### src/rtl/interrupt_sequencer.sv
// rtl/interrupt_sequencer.sv - interrupt entry / RTI return sequencer beside the execute stage
// Drains the pipeline, then moves PC and flags through the stack via the memory stage.
module interrupt_sequencer #(
   parameter int DRAIN_CYCLES = 3,
   parameter int PC_WIDTH     = 32
) (
   input  logic                clk,
   input  logic                reset,
   input  logic                int_req,
   input  logic                rti_decoded,
   input  logic [PC_WIDTH-1:0] pc_current,
   input  logic                branch_taken,
   input  logic [PC_WIDTH-1:0] branch_target,
   input  logic [2:0]          flags_in,
   input  logic [15:0]         pop_data,
   output logic                stall_fetch,
   output logic                flush_decode,
   output logic                mem_push,
   output logic                mem_pop,
   output logic [15:0]         push_data,
   output logic                pc_choose_interrupt,
   output logic                pc_choose_memory,
   output logic                flags_restore_en,
   output logic [2:0]          flags_out,
   output logic [PC_WIDTH-1:0] pc_restore,
   output logic                pc_restore_valid,
   output logic                busy
);

   localparam logic [3:0] S_IDLE       = 4'd0;
   localparam logic [3:0] S_DRAIN      = 4'd1;
   localparam logic [3:0] S_PUSH_PC_HI = 4'd2;
   localparam logic [3:0] S_PUSH_PC_LO = 4'd3;
   localparam logic [3:0] S_PUSH_FLAGS = 4'd4;
   localparam logic [3:0] S_VECTOR     = 4'd5;
   localparam logic [3:0] S_RTI_DRAIN  = 4'd6;
   localparam logic [3:0] S_POP_FLAGS  = 4'd7;
   localparam logic [3:0] S_POP_PC_LO  = 4'd8;
   localparam logic [3:0] S_POP_PC_HI  = 4'd9;
   localparam logic [3:0] S_RTI_LOAD   = 4'd10;

   localparam logic [3:0] DRAIN_INIT = 4'(DRAIN_CYCLES - 1);

   logic [3:0]          state;
   logic                pending;
   logic [PC_WIDTH-1:0] saved_pc;
   logic [15:0]         pc_lo;
   logic [3:0]          drain_cnt;

   always_ff @(posedge clk or posedge reset) begin
      if (reset) begin
         state     <= S_IDLE;
         pending   <= 1'b0;
         saved_pc  <= '0;
         pc_lo     <= '0;
         drain_cnt <= '0;
      end else begin
         // Requests that cannot be taken right now are remembered once; repeats merge.
         if (int_req && (state != S_IDLE || rti_decoded))
            pending <= 1'b1;

         case (state)
            S_IDLE: begin
               if (rti_decoded) begin
                  state     <= S_RTI_DRAIN;
                  drain_cnt <= DRAIN_INIT;
               end else if (int_req || pending) begin
                  state     <= S_DRAIN;
                  drain_cnt <= DRAIN_INIT;
                  saved_pc  <= pc_current;
                  pending   <= 1'b0;
               end
            end
            S_DRAIN: begin
               // A branch resolving while draining changes where we must return to.
               if (branch_taken)
                  saved_pc <= branch_target;
               if (drain_cnt == 4'd0)
                  state <= S_PUSH_PC_HI;
               else
                  drain_cnt <= drain_cnt - 4'd1;
            end
            S_PUSH_PC_HI: state <= S_PUSH_PC_LO;
            S_PUSH_PC_LO: state <= S_PUSH_FLAGS;
            S_PUSH_FLAGS: state <= S_VECTOR;
            S_VECTOR:     state <= S_IDLE;
            S_RTI_DRAIN: begin
               if (drain_cnt == 4'd0)
                  state <= S_POP_FLAGS;
               else
                  drain_cnt <= drain_cnt - 4'd1;
            end
            S_POP_FLAGS: state <= S_POP_PC_LO;
            S_POP_PC_LO: state <= S_POP_PC_HI;
            S_POP_PC_HI: begin
               pc_lo <= pop_data;
               state <= S_RTI_LOAD;
            end
            S_RTI_LOAD: state <= S_IDLE;
            default:    state <= S_IDLE;
         endcase
      end
   end

   assign busy        = (state != S_IDLE);
   assign stall_fetch = busy;

   // pop_data lags mem_pop by one cycle, so each pop state consumes the previous pop's word.
   always_comb begin
      flush_decode        = 1'b0;
      mem_push            = 1'b0;
      mem_pop             = 1'b0;
      push_data           = 16'h0000;
      pc_choose_interrupt = 1'b0;
      pc_choose_memory    = 1'b0;
      flags_restore_en    = 1'b0;
      flags_out           = 3'b000;
      pc_restore          = '0;
      pc_restore_valid    = 1'b0;
      case (state)
         S_DRAIN, S_RTI_DRAIN: flush_decode = 1'b1;
         S_PUSH_PC_HI: begin
            mem_push  = 1'b1;
            push_data = saved_pc[PC_WIDTH-1:16];
         end
         S_PUSH_PC_LO: begin
            mem_push  = 1'b1;
            push_data = saved_pc[15:0];
         end
         S_PUSH_FLAGS: begin
            mem_push  = 1'b1;
            push_data = {13'b0, flags_in};
         end
         S_VECTOR: begin
            pc_choose_interrupt = 1'b1;
            pc_choose_memory    = 1'b1;
         end
         S_POP_FLAGS: mem_pop = 1'b1;
         S_POP_PC_LO: begin
            mem_pop          = 1'b1;
            flags_restore_en = 1'b1;
            flags_out        = pop_data[2:0];
         end
         S_POP_PC_HI: mem_pop = 1'b1;
         S_RTI_LOAD: begin
            pc_restore       = {pop_data, pc_lo};
            pc_restore_valid = 1'b1;
         end
         default: ;
      endcase
   end

endmodule

### config.mk
export PLATFORM = sky130hd
export DESIGN_NAME = interrupt_sequencer
export DESIGN_NICKNAME = d
export VERILOG_FILES = /design/src/rtl/interrupt_sequencer.sv
export SDC_FILE = /design/constraint.sdc
export NUM_CORES = 1
export LEC_CHECK = 0
export CAP_MARGIN = 10
export CORE_AREA = 5 5 96 98
export DETAILED_ROUTE_END_ITERATION = 10
export DIE_AREA = 0 0 101 103
export GPL_TIMING_DRIVEN = 0
export PLACE_DENSITY_LB_ADDON = 0.25
export SYNTH_ARGS = -nofsm -noshare
export SYNTH_HDL_FRONTEND = slang
export SYNTH_SLANG_ARGS = --single-unit
### constraint.sdc
create_clock -name clk -period 2.6 [get_ports clk]
set_input_delay 0.52 -clock clk [delete_from_list [all_inputs] [get_ports clk]]
set_output_delay 0.52 -clock clk [all_outputs]
set_load 0.02 [all_outputs]
==> impl_metrics.env <==
export IMPL_grt_busiest_layer="met2"
export IMPL_crit_path_end_kind="output pin"
export IMPL_grt_util_met2_pct=30.1
export IMPL_crit_path_start="state[1]"
export IMPL_dr_total_vias=2768
export IMPL_synthCells=280
export IMPL_detail_route_wl_per_cell_um=16.2
export IMPL_path_class="reg2out"
export IMPL_synth_seq_cells=57
export IMPL_routed_wirelength_um=9020
export IMPL_finish_net_count=533
export IMPL_path_delay_family="buffers and inverters"
export IMPL_internal_power_uw=3550
export IMPL_port_buffers=147
export IMPL_slowest_delay_ns=0.62
export IMPL_layout_commonest_cell="clkdlybuf4s50_1"
export IMPL_vdd_drop_max_mv=0.614
export IMPL_final_cell_mix="91 x clkdlybuf4s50_1, 55 x dfrtp_1, 51 x mux2_2, 35 x and2_1, 30 x mux2_4"
export IMPL_dpl_hpwl_um=6940
export IMPL_setup_viol=0
export IMPL_layout_drive_gt1_share_pct=39.7
export IMPL_cts_tree="yes"
export IMPL_dieArea_um2=10400
export IMPL_antenna_found_initial=0
export IMPL_cap_violations=0
export IMPL_first_iter_violations=39
export IMPL_h_tree_depth=3
export IMPL_slew_headroom_pct=67.7
export IMPL_finalMaxSlewViolations=0
export IMPL_worst_pin_slew_ns=0.483
export IMPL_tns_ns=0
export IMPL_fin_cells=556
export IMPL_power_frac_seq_pct=29.6
export IMPL_area_growth_pct=56.1
export IMPL_period_share_pct=96.3
export IMPL_syn_area_per_cell_um2=11.9
export IMPL_syn_area_um2=3350
export IMPL_postRouteAntennaNets=0
export IMPL_cp_cell_sequence="clkbuf_4 -> nand2b_1 -> nor2_2 -> clkdlybuf4s50_1"
export IMPL_required_ns=2.08
export IMPL_synth_edf_count=0
export IMPL_via_per_inst=4.98
export IMPL_start_util_pct=39.9
export IMPL_cellLeakagePower_uw=0.00239
export IMPL_num_antenna_cells=0
export IMPL_final_hold_violation_count=0
export IMPL_die_y_um=103
export IMPL_numClockSinks=57
export IMPL_netlist_area_leader_share_pct=42.6
export IMPL_grt_overflow=0
export IMPL_crit_fanout=10
export IMPL_p_sw_share_pct=35.8
export IMPL_crit_arrival_ns=1.98
export IMPL_path_buf_inv=2
export IMPL_cpMaxStageDelayCell="clkdlybuf4s50_1"
export IMPL_path_clk_slew_ns=0.07
export IMPL_clock_latency_ns=0.33
export IMPL_finalPower_uw=5530
export IMPL_rr_startpoint="state[1]"
export IMPL_period_minus_slack_ns=2.50
export IMPL_yosys_area_top_type="dfrtp_1"
export IMPL_grt_pass1_vias=2838
export IMPL_ios=148
export IMPL_hp_class="reg2reg"
export IMPL_yosysSeqAreaShare_pct=42.6
export IMPL_yosysUniqueCellTypes=39
export IMPL_outcome="finished, final reports clean"
export IMPL_skew_ns=0.0109
export IMPL_grt_pass1_wl_um=14000
export IMPL_min_from="pc_lo[5]"
export IMPL_clockPowerShare_pct=14.9
export IMPL_synth_fp_nets=370
export IMPL_use_met1_pct=19.9
export IMPL_core_um2=8380
export IMPL_row_count=34
export IMPL_synthFlopType="dfrtp_1"
export IMPL_firstDrtPassIters=4
export IMPL_comb_power_share_pct=55.4
export IMPL_gp_congestion=0.807
export IMPL_ys_top_cells_by_area="dfrtp_1 43%, mux2_2 17%, mux2_4 13%, and2_1 6.5%, a22o_1 3.4%"
export IMPL_cts_buffers_inserted=9
export IMPL_critPathLaunchType="flop"
export IMPL_place_inst=536
export IMPL_clockRootBuffer="clkbuf_8"
export IMPL_postPlaceCellArea_um2=4970
export IMPL_p_per_area_nw_per_um2=1060
export IMPL_grt_use_total_pct=17.3
export IMPL_hold_slack_ns=0.499
export IMPL_drc=0
export IMPL_gr_usage_met3_pct=7.31
export IMPL_final_area_um2=5220
export IMPL_ctsLongestPathBuffers=2
export IMPL_grt_max_degree=38
export IMPL_cts_hold_buffers=0
export IMPL_ys_warnings_count=0
export IMPL_fmax_mhz=399
export IMPL_rsz0062_at_grt="yes"
export IMPL_p_switching_uw=1980
export IMPL_die_w_um=101
export IMPL_synth_async_reset_ratio_pct=100
-- per-layer routing --
layer	share of wire, %	wire length, µm
met5	0	0
met4	1.1	100
met3	10	931
met2	49	4390
met1	40	3600
-- through the flow --
| stage | util, % | setup WS, ns |
|---|---|---|
| floorplan | - | 0.462 |
| global placement | 59.1 | -0.537 |
| detailed placement | 59.3 | -0.580 |
| CTS | 62.9 | -0.0790 |
| global route | 62.3 | -0.0134 |
| finish | 62.3 | 0.0965 |
-- final cells by class --
| cell class | instances | area (µm²) |
|---|---|---|
| Inverter | 5 | 18.8 |
| Buffer | 19 | 141 |
| Multi-Input combinational cell | 199 | 1860 |
| Sequential cell | 57 | 1430 |
| Clock buffer | 11 | 141 |
| Clock inverter | 5 | 55.1 |
| Timing Repair Buffer | 152 | 1440 |
| Tap cell | 108 | 135 |
| Fill cell | 719 | 3160 |
-- Yosys cell counts (2+ instances only) --
| cell | number |
|---|---|
| a21oi_1 | 4 |
| a22o_1 | 13 |
| a22oi_1 | 3 |
| and2_1 | 35 |
| buf_2 | 7 |
| buf_4 | 2 |
| buf_6 | 3 |
| clkbuf_1 | 7 |
| dfrtp_1 | 57 |
| ha_1 | 2 |
| inv_1 | 4 |
| mux2_2 | 51 |
| mux2_4 | 30 |
| nand2_1 | 12 |
| nand2b_1 | 7 |
| nor2_1 | 12 |
| nor3_1 | 4 |
| o21ai_0 | 6 |
-- state kept, by name, summed over array words and instances, names as in the netlist --
register	flops
drain_cnt	4
pc_lo	16
pending	1
saved_pc	32
state	4
-- logic make-up after synthesis --
kind of cell,after synthesis,synth area share (%)
compound gates,36,8.04
fa+ha+maj,2,0.748
buf+inv,24,3.85
flops,57,42.6
mux,82,30.9
simple gates,79,13.8
-- power by group through the flow --
stage | clock network [µW] | logic, µW | registers [µW]
after global routing | 882 | 3280 | 1700
after global placement | 0 | 2960 | 1600
final | 825 | 3060 | 1640
after detailed placement | 0 | 3010 | 1630
after floorplan | 0 | 2200 | 1540
after CTS | 840 | 3070 | 1620
-- repair_timing --
item | in CTS | in global routing
resized for setup | 131 | 45
pin swaps | 3 | 2
setup endpoints to repair | 55 | 48
setup buffers | 4 | 0
-- final timing paths --
kind | endpoint | slack, ns | cells past startpoint
worst max-delay path | pc_choose_interrupt | 0.1 | 4
worst min-delay path | pc_lo[5] | 0.50 | 1
worst max register to register | saved_pc[31] | 0.37 | 6
worst min register to register | pc_lo[5] | 0.50 | 1
max in group asynchronous | saved_pc[8] | 1.51 | 3
min in group asynchronous | pc_lo[0] | 0.52 | 2
Note: power is estimated with default switching activity, not from simulation.
